[src/rtl/piso_serializer_if.sv]
// rtl/piso_serializer_if.sv - word handshake and serial stream bundle for piso_serializer
interface piso_serializer_if #(
  parameter int WIDTH = 4
);
  logic [WIDTH-1:0] data_in;
  logic             load;
  logic             shift_en;
  logic             ready;
  logic             dout;
  logic             dout_valid;
  logic             frame_start;
  logic             last;

  modport master (
    output data_in, load, shift_en,
    input  ready, dout, dout_valid, frame_start, last
  );

  modport slave (
    input  data_in, load, shift_en,
    output ready, dout, dout_valid, frame_start, last
  );
endinterface

[src/rtl/piso_serializer.sv]
// rtl/piso_serializer.sv - parallel-in serial-out shifter with gapless word reload
module piso_serializer #(
  parameter int WIDTH     = 4,
  parameter bit MSB_FIRST = 1'b1
) (
  input logic              clk,
  input logic              rst_n,
  piso_serializer_if.slave bus
);
  localparam int CW = (WIDTH > 1) ? $clog2(WIDTH) : 1;
  localparam logic [CW-1:0] CNT_LAST = CW'(WIDTH - 1);

  localparam logic [0:0] IDLE  = 1'b0;
  localparam logic [0:0] SHIFT = 1'b1;

  logic [0:0]       state;
  logic [WIDTH-1:0] sreg;
  logic [CW-1:0]    cnt;
  logic [WIDTH-1:0] shifted;
  logic             at_last;
  logic             accept;
  logic             out_bit;
  logic             live;

  assign at_last = (cnt == CNT_LAST);
  assign out_bit = MSB_FIRST ? sreg[WIDTH-1] : sreg[0];
  assign shifted = MSB_FIRST ? {sreg[WIDTH-2:0], 1'b0} : {1'b0, sreg[WIDTH-1:1]};
  assign live    = (state == SHIFT) && bus.shift_en;

  // Ready during the final enabled bit lets the next word follow with no gap.
  assign bus.ready       = (state == IDLE) || (live && at_last);
  assign accept          = bus.load && bus.ready;

  assign bus.dout        = (state == SHIFT) && out_bit;
  assign bus.dout_valid  = live;
  assign bus.frame_start = live && (cnt == '0);
  assign bus.last        = live && at_last;

  always_ff @(posedge clk or negedge rst_n) begin
    if (!rst_n) begin
      state <= IDLE;
      sreg  <= '0;
      cnt   <= '0;
    end else if (accept) begin
      state <= SHIFT;
      sreg  <= bus.data_in;
      cnt   <= '0;
    end else if (live) begin
      if (at_last) begin
        state <= IDLE;
        sreg  <= '0;
        cnt   <= '0;
      end else begin
        sreg <= shifted;
        cnt  <= cnt + 1'b1;
      end
    end
  end
endmodule

[src/flat_wrapper.sv]
// flat-port wrapper written by rule: the top's interface ports become plain ports
module piso_serializer_flat 
#(
  parameter int WIDTH     = 4,
  parameter bit MSB_FIRST = 1'b1
)
  (clk, rst_n, bus_data_in, bus_load, bus_shift_en, bus_ready, bus_dout, bus_dout_valid, bus_frame_start, bus_last);
  piso_serializer_if #(.WIDTH(WIDTH)) bus_i ();
  input logic clk;
  input logic rst_n;
  input wire logic [$bits(bus_i.data_in)-1:0] bus_data_in;
  input wire logic [$bits(bus_i.load)-1:0] bus_load;
  input wire logic [$bits(bus_i.shift_en)-1:0] bus_shift_en;
  output wire logic [$bits(bus_i.ready)-1:0] bus_ready;
  output wire logic [$bits(bus_i.dout)-1:0] bus_dout;
  output wire logic [$bits(bus_i.dout_valid)-1:0] bus_dout_valid;
  output wire logic [$bits(bus_i.frame_start)-1:0] bus_frame_start;
  output wire logic [$bits(bus_i.last)-1:0] bus_last;
  assign bus_i.data_in = bus_data_in;
  assign bus_i.load = bus_load;
  assign bus_i.shift_en = bus_shift_en;
  assign bus_ready = bus_i.ready;
  assign bus_dout = bus_i.dout;
  assign bus_dout_valid = bus_i.dout_valid;
  assign bus_frame_start = bus_i.frame_start;
  assign bus_last = bus_i.last;
  piso_serializer #(.WIDTH(WIDTH), .MSB_FIRST(MSB_FIRST)) u_core (.clk(clk), .rst_n(rst_n), .bus(bus_i));
endmodule
[config.mk]
export PLATFORM = sky130hd
export DESIGN_NAME = piso_serializer_flat
export DESIGN_NICKNAME = d
export VERILOG_FILES = /design/src/rtl/piso_serializer_if.sv /design/src/rtl/piso_serializer.sv /design/src/flat_wrapper.sv
export SDC_FILE = /design/constraint.sdc
export NUM_CORES = 1
export LEC_CHECK = 0
export CAP_MARGIN = 30
export CORE_AREA = 2 2 39 41
export CTS_BUF_LIST = sky130_fd_sc_hd__clkbuf_16
export DETAILED_ROUTE_END_ITERATION = 16
export DIE_AREA = 0 0 41 43
export DONT_BUFFER_PORTS = 1
export GPL_TIMING_DRIVEN = 0
export PLACE_DENSITY_LB_ADDON = 0.25
export SKIP_CTS_REPAIR_TIMING = 1
export SLEW_MARGIN = 20
export SYNTH_ARGS = -nofsm -noshare
export SYNTH_HDL_FRONTEND = slang
export SYNTH_SLANG_ARGS = --single-unit
[constraint.sdc]
create_clock -name clk -period 1.34 [get_ports clk]
set_clock_uncertainty 0.05 [all_clocks]
set_input_delay 0.268 -clock clk [delete_from_list [all_inputs] [get_ports clk]]
set_output_delay 0.268 -clock clk [all_outputs]
set_load 0.03 [all_outputs]
* Yosys cells after proc, flatten, opt, wreduce, memory -nomap -nowiden
Cells that the tools add are included.
** Storage, ports and cells
- Register bits after elaboration :: 7
- Output and inout port bits :: 5
- Logic and storage cells :: 25
** Cells by class
- Add/sub/neg operators :: 1
- Equal/unequal tests :: 1
- Multiplexer cells :: 9
- Bitwise logic cells :: 1
- Reductions and logical operators :: 10
** Operators with widths (number)
- $mux W4 :: 3
- $mux W2 :: 3
- $logic_and A1 B1 Y1 :: 5
- $reduce_bool A2 Y1 :: 2
- $mux W1 :: 3
- $add A2 B1 Y2 const B :: 1
- $eq A2 B2 Y1 const B :: 1
- $logic_not A2 Y1 :: 1
- $reduce_and A2 Y1 :: 1
- $logic_or A1 B1 Y1 :: 1
- $not A1 Y1 :: 1

* Longest topological paths before layout
- Word-level depth :: 6
- Mapped depth :: 5
- Mapped depth without buffers :: 4

* Worst setup path before layout
OpenSTA, ideal clock, no wires.
- Path kind :: reg2out
- Start :: register u_core.cnt[0]
- End :: output bus_last
- Data arrival time :: 1.026 ns
- Setup slack :: -0.004 ns
- Cell stages (with the launch flop) :: 4
- Path buffers :: 1
- Cell sequence :: dfrtp_1 > ha_1 > buf_2 > and3_1
** On the way
- Longest elaborated chain between the ends :: 2
** Ends and longest elaborated chain
- start: declaration :: line piso_serializer.sv:18 : logic [CW-1:0] cnt;
- start signal: assignment :: line piso_serializer.sv:55 : cnt <= cnt + 1'b1;
- $eq A2 B2 Y1 :: line piso_serializer.sv:25 : assign at_last = (cnt == CNT_LAST);
- $logic_and A1 B1 Y1 :: line piso_serializer.sv:37 : assign bus.last = live && at_last;
- end: declaration :: line flat_wrapper.sv:18 : output wire logic [$bits(bus_i.last)-1:0] bus_last;
Every way passes these cells.

* Final worst setup path
Same ends and word-level chain as after synthesis.

==> impl_metrics.json <==
{
  "status": "finished, violations left",
  "failed_checks": "setup timing",
  "setup-violations-final": 6,
  "final_area_um2": 683.2,
  "swShare_pct": 33.93,
  "clock_sinks": 7,
  "p_per_area_nw_per_um2": 2146,
  "drv_cap": 0,
  "path_cells": "ha_2 > buf_6 > and3_4",
  "r2r_cells": 6,
  "root_buffer": "clkbuf_16",
  "fin_cells": 76,
  "yosys.area.top_type_share_pct": 39.44,
  "dr.pass1.iters": 2,
  "yosysWarningCount": 0,
  "worstPathRequired_ns": 1.02,
  "critPathMaxFanout": 4,
  "synth_top_area_cell": "dfrtp_1",
  "synth_top_family_by_area": "simple AND/OR/NAND/NOR gates",
  "drive_gt1_share_pct": 40.00,
  "drt-initial-drc-count": 10,
  "track_usage_pct": 14.85,
  "diodes": 0,
  "antenna_found_initial": 0,
  "syn_inst": 47,
  "yosys.area_share.adder_pct": 5.634,
  "final_core_util_pct": 49.37,
  "synth-simple-area-share_pct": 21.97,
  "coreArea_um2": 1384,
  "power_mw": 1.466,
  "clock.fmax_mhz": 676.2,
  "die_area_um2": 1763,
  "vias_per_cell": 5.276,
  "area_delta_synth_final_pct": 53.80,
  "route.detailed.drc": 0,
  "synth.most_common_cell": "dfrtp_1",
  "cts.clk_slew.worst_paths_ns": 0.04,
  "synthTopCellsByCount": "dfrtp_1 (7), nand2_1 (6), mux2i_1 (4)",
  "routed_wl_mm": 1.161,
  "nNetsFinal": 71,
  "ys_async_sr_fraction_pct": 100.0,
  "clockBufferDepth": 2,
  "synth_edf_count": 0,
  "synth_xor_area_share_pct": 0,
  "syn_nets": 57,
  "seq_power_share_pct": 24.6,
  "cts_made_buffers": 3,
  "rsz0062_at_grt": "true",
  "critical_path.max_stage_delay_ns": 0.38,
  "start_kind": "flop",
  "p_leak_nw": 0.3006,
  "place_congestion": 0.6528,
  "critPathSlowestCell": "dfrtp_1",
  "hold_path_depth": 2,
  "worst_slack_ns": -0.1389,
  "peakVddDrop_v": 0.0007154,
  "first_global_vias": 387,
  "synth-seq-cells": 7,
  "cts_tree": "done",
  "fp.dieW_um": 41,
  "period_minus_slack_ns": 1.479,
  "synth_area_um2": 444.2,
  "yosysSeqAreaShare_pct": 39.44,
  "path_class": "flop to output port",
  "tightest_slew_ns": 0.3633,
  "port_buffers": 0,
  "p_switching_mw": 0.4976,
  "hpwl_um": 725.8,
  "vias": 401,
  "place_inst": 63,
  "max_slew_margin_pct": 75.70,
  "die_h_um": 43,
  "ys_top_cells_by_area": "dfrtp_1 (39%), mux2i_1 (9.0%), o221ai_1 (5.9%), ha_1 (5.6%), nand2_1 (5.1%)",
  "grt_max_degree": 11,
  "placed_cell_area_um2": 465.4,
  "wire_per_inst_um": 15.28,
  "clkPwrFrac_pct": 34.4,
  "period_share_pct": 110.4,
  "synth_compound_area_share_pct": 16.90,
  "worstSetupEndpointType": "output port",
  "p_comb_share_pct": 41.0,
  "final_antenna_net_count": 0,
  "drv_slew": 0,
  "worstPathArrival_ns": 1.16,
  "io_pins": 13,
  "internal-power_mw": 0.9687,
  "h-tree-depth": 1,
  "ys.flop_type": "dfrtp_1",
  "clk_latency_ns": 0.23,
  "ys_types": 21,
  "worst_hold_path_type": "input port to flop",
  "grt-ovfl-total": 0,
  "synth_area_per_cell_um2": 9.451,
  "hold_violations": 0,
  "initial_utilization_pct": 32.10,
  "grt_pass1_wl_mm": 1.704,
  "rows": 14,
  "muxShareOfSynthArea_pct": 9.014
}
[cell type report]
cell class              count  area [µm²]
plain buffers               3       30.03
clock buffers               3       75.07
clock inverters             1       3.754
fillers                   127       700.7
inverters                   3       15.01
multi-input cells          34       296.5
flip-flops and latches      7       175.2
well taps                  16       20.02
repair buffers              9       67.56
[registers in the layout, summed over array words and instances (netlist names)]
signal and count:
u_core.sreg 4, u_core.state 1, u_core.cnt 2
[critical path: cells and delay by family, from the launching register on]
kind	cells	cell delay (ns)
flip-flops	1	0.38
buffers and inverters	1	0.11
AND/OR/NAND/NOR	1	0.24
adder cells (fa/ha/maj)	1	0.20
[power groups by stage]
stage	sequential, mW	clock [mW]	combinational [mW]
floorplan	0.342	0	0.360
global placement	0.357	0	0.407
detailed placement	0.361	0	0.412
CTS	0.357	0.507	0.415
global route	0.374	0.526	0.666
finish	0.360	0.505	0.601
[kinds of logic (layout without fill, tap and decap cells)]
kind of cell	Yosys count	in the layout
AO/OA/AOI/OAI	10	10
adder cells (fa/ha/maj)	2	2
buffers and inverters	6	19
flip-flops	7	7
multiplexers	4	4
AND/OR/NAND/NOR	18	18
[layout by cell type (no fill, tap or decap)]
cell type and count:
a31oi_4 1, and2b_1 1, nand2b_1 2, buf_4 8
mux2i_1 4, nand4_1 1, o31ai_1 1, and2_2 1
nor2b_1 3, a31oi_1 2, ha_2 1, clkinvlp_4 1
and3_4 2, o221ai_2 1, dlygate4sd3_1 1, inv_1 3
nand2_8 1, dfrtp_1 7, o211ai_1 1, a21oi_1 1
clkbuf_16 3, nand2_2 1, nand2_1 4, nand2_4 1
buf_6 2, a32o_1 1, nand3_1 1, o221ai_1 2
ha_1 1, buf_2 1
[per-stage QoR]
step | TNS, ns | setup WS (ns) | hold slack [ns]
finish | -0.2890 | -0.1389 | 0.1821
CTS | -0.9269 | -0.3301 | -0.3192
detailed placement | -0.1535 | -0.07624 | -0.07739
global placement | -0.1880 | -0.08670 | -0.07741
global route | -0.6970 | -0.1706 | 0.2055
floorplan | 0 | 0.02594 | -0.07759
[worst paths after layout]
check | from | endpoint | slack, ns
min in group asynchronous | rst_n | u_core.sreg[1]$_DFFE_PN0P_ | 0.34
hold reg to reg | u_core.sreg[3]$_DFFE_PN0P_ | u_core.sreg[3]$_DFFE_PN0P_ | 0.46
hold / removal | bus_shift_en | u_core.sreg[0]$_DFFE_PN0P_ | 0.18
setup reg to reg | u_core.cnt[0]$_DFFE_PN0P_ | u_core.sreg[3]$_DFFE_PN0P_ | -0.01
setup / recovery | u_core.cnt[0]$_DFFE_PN0P_ | bus_last | -0.14
max in group asynchronous | rst_n | u_core.cnt[1]$_DFFE_PN0P_ | 0.64
[routing by layer]
layer / GRT usage, % / part of all wire [%] / vias to the layer above
li1: - / - / 196
met1: 18.03 / 47 / 190
met2: 21.25 / 46 / 11
met3: 4.712 / 4.5 / 4
met4: 10.00 / 2.7 / 0
met5: 0 / 0 / -
Note: power is estimated with default switching activity, not from simulation.
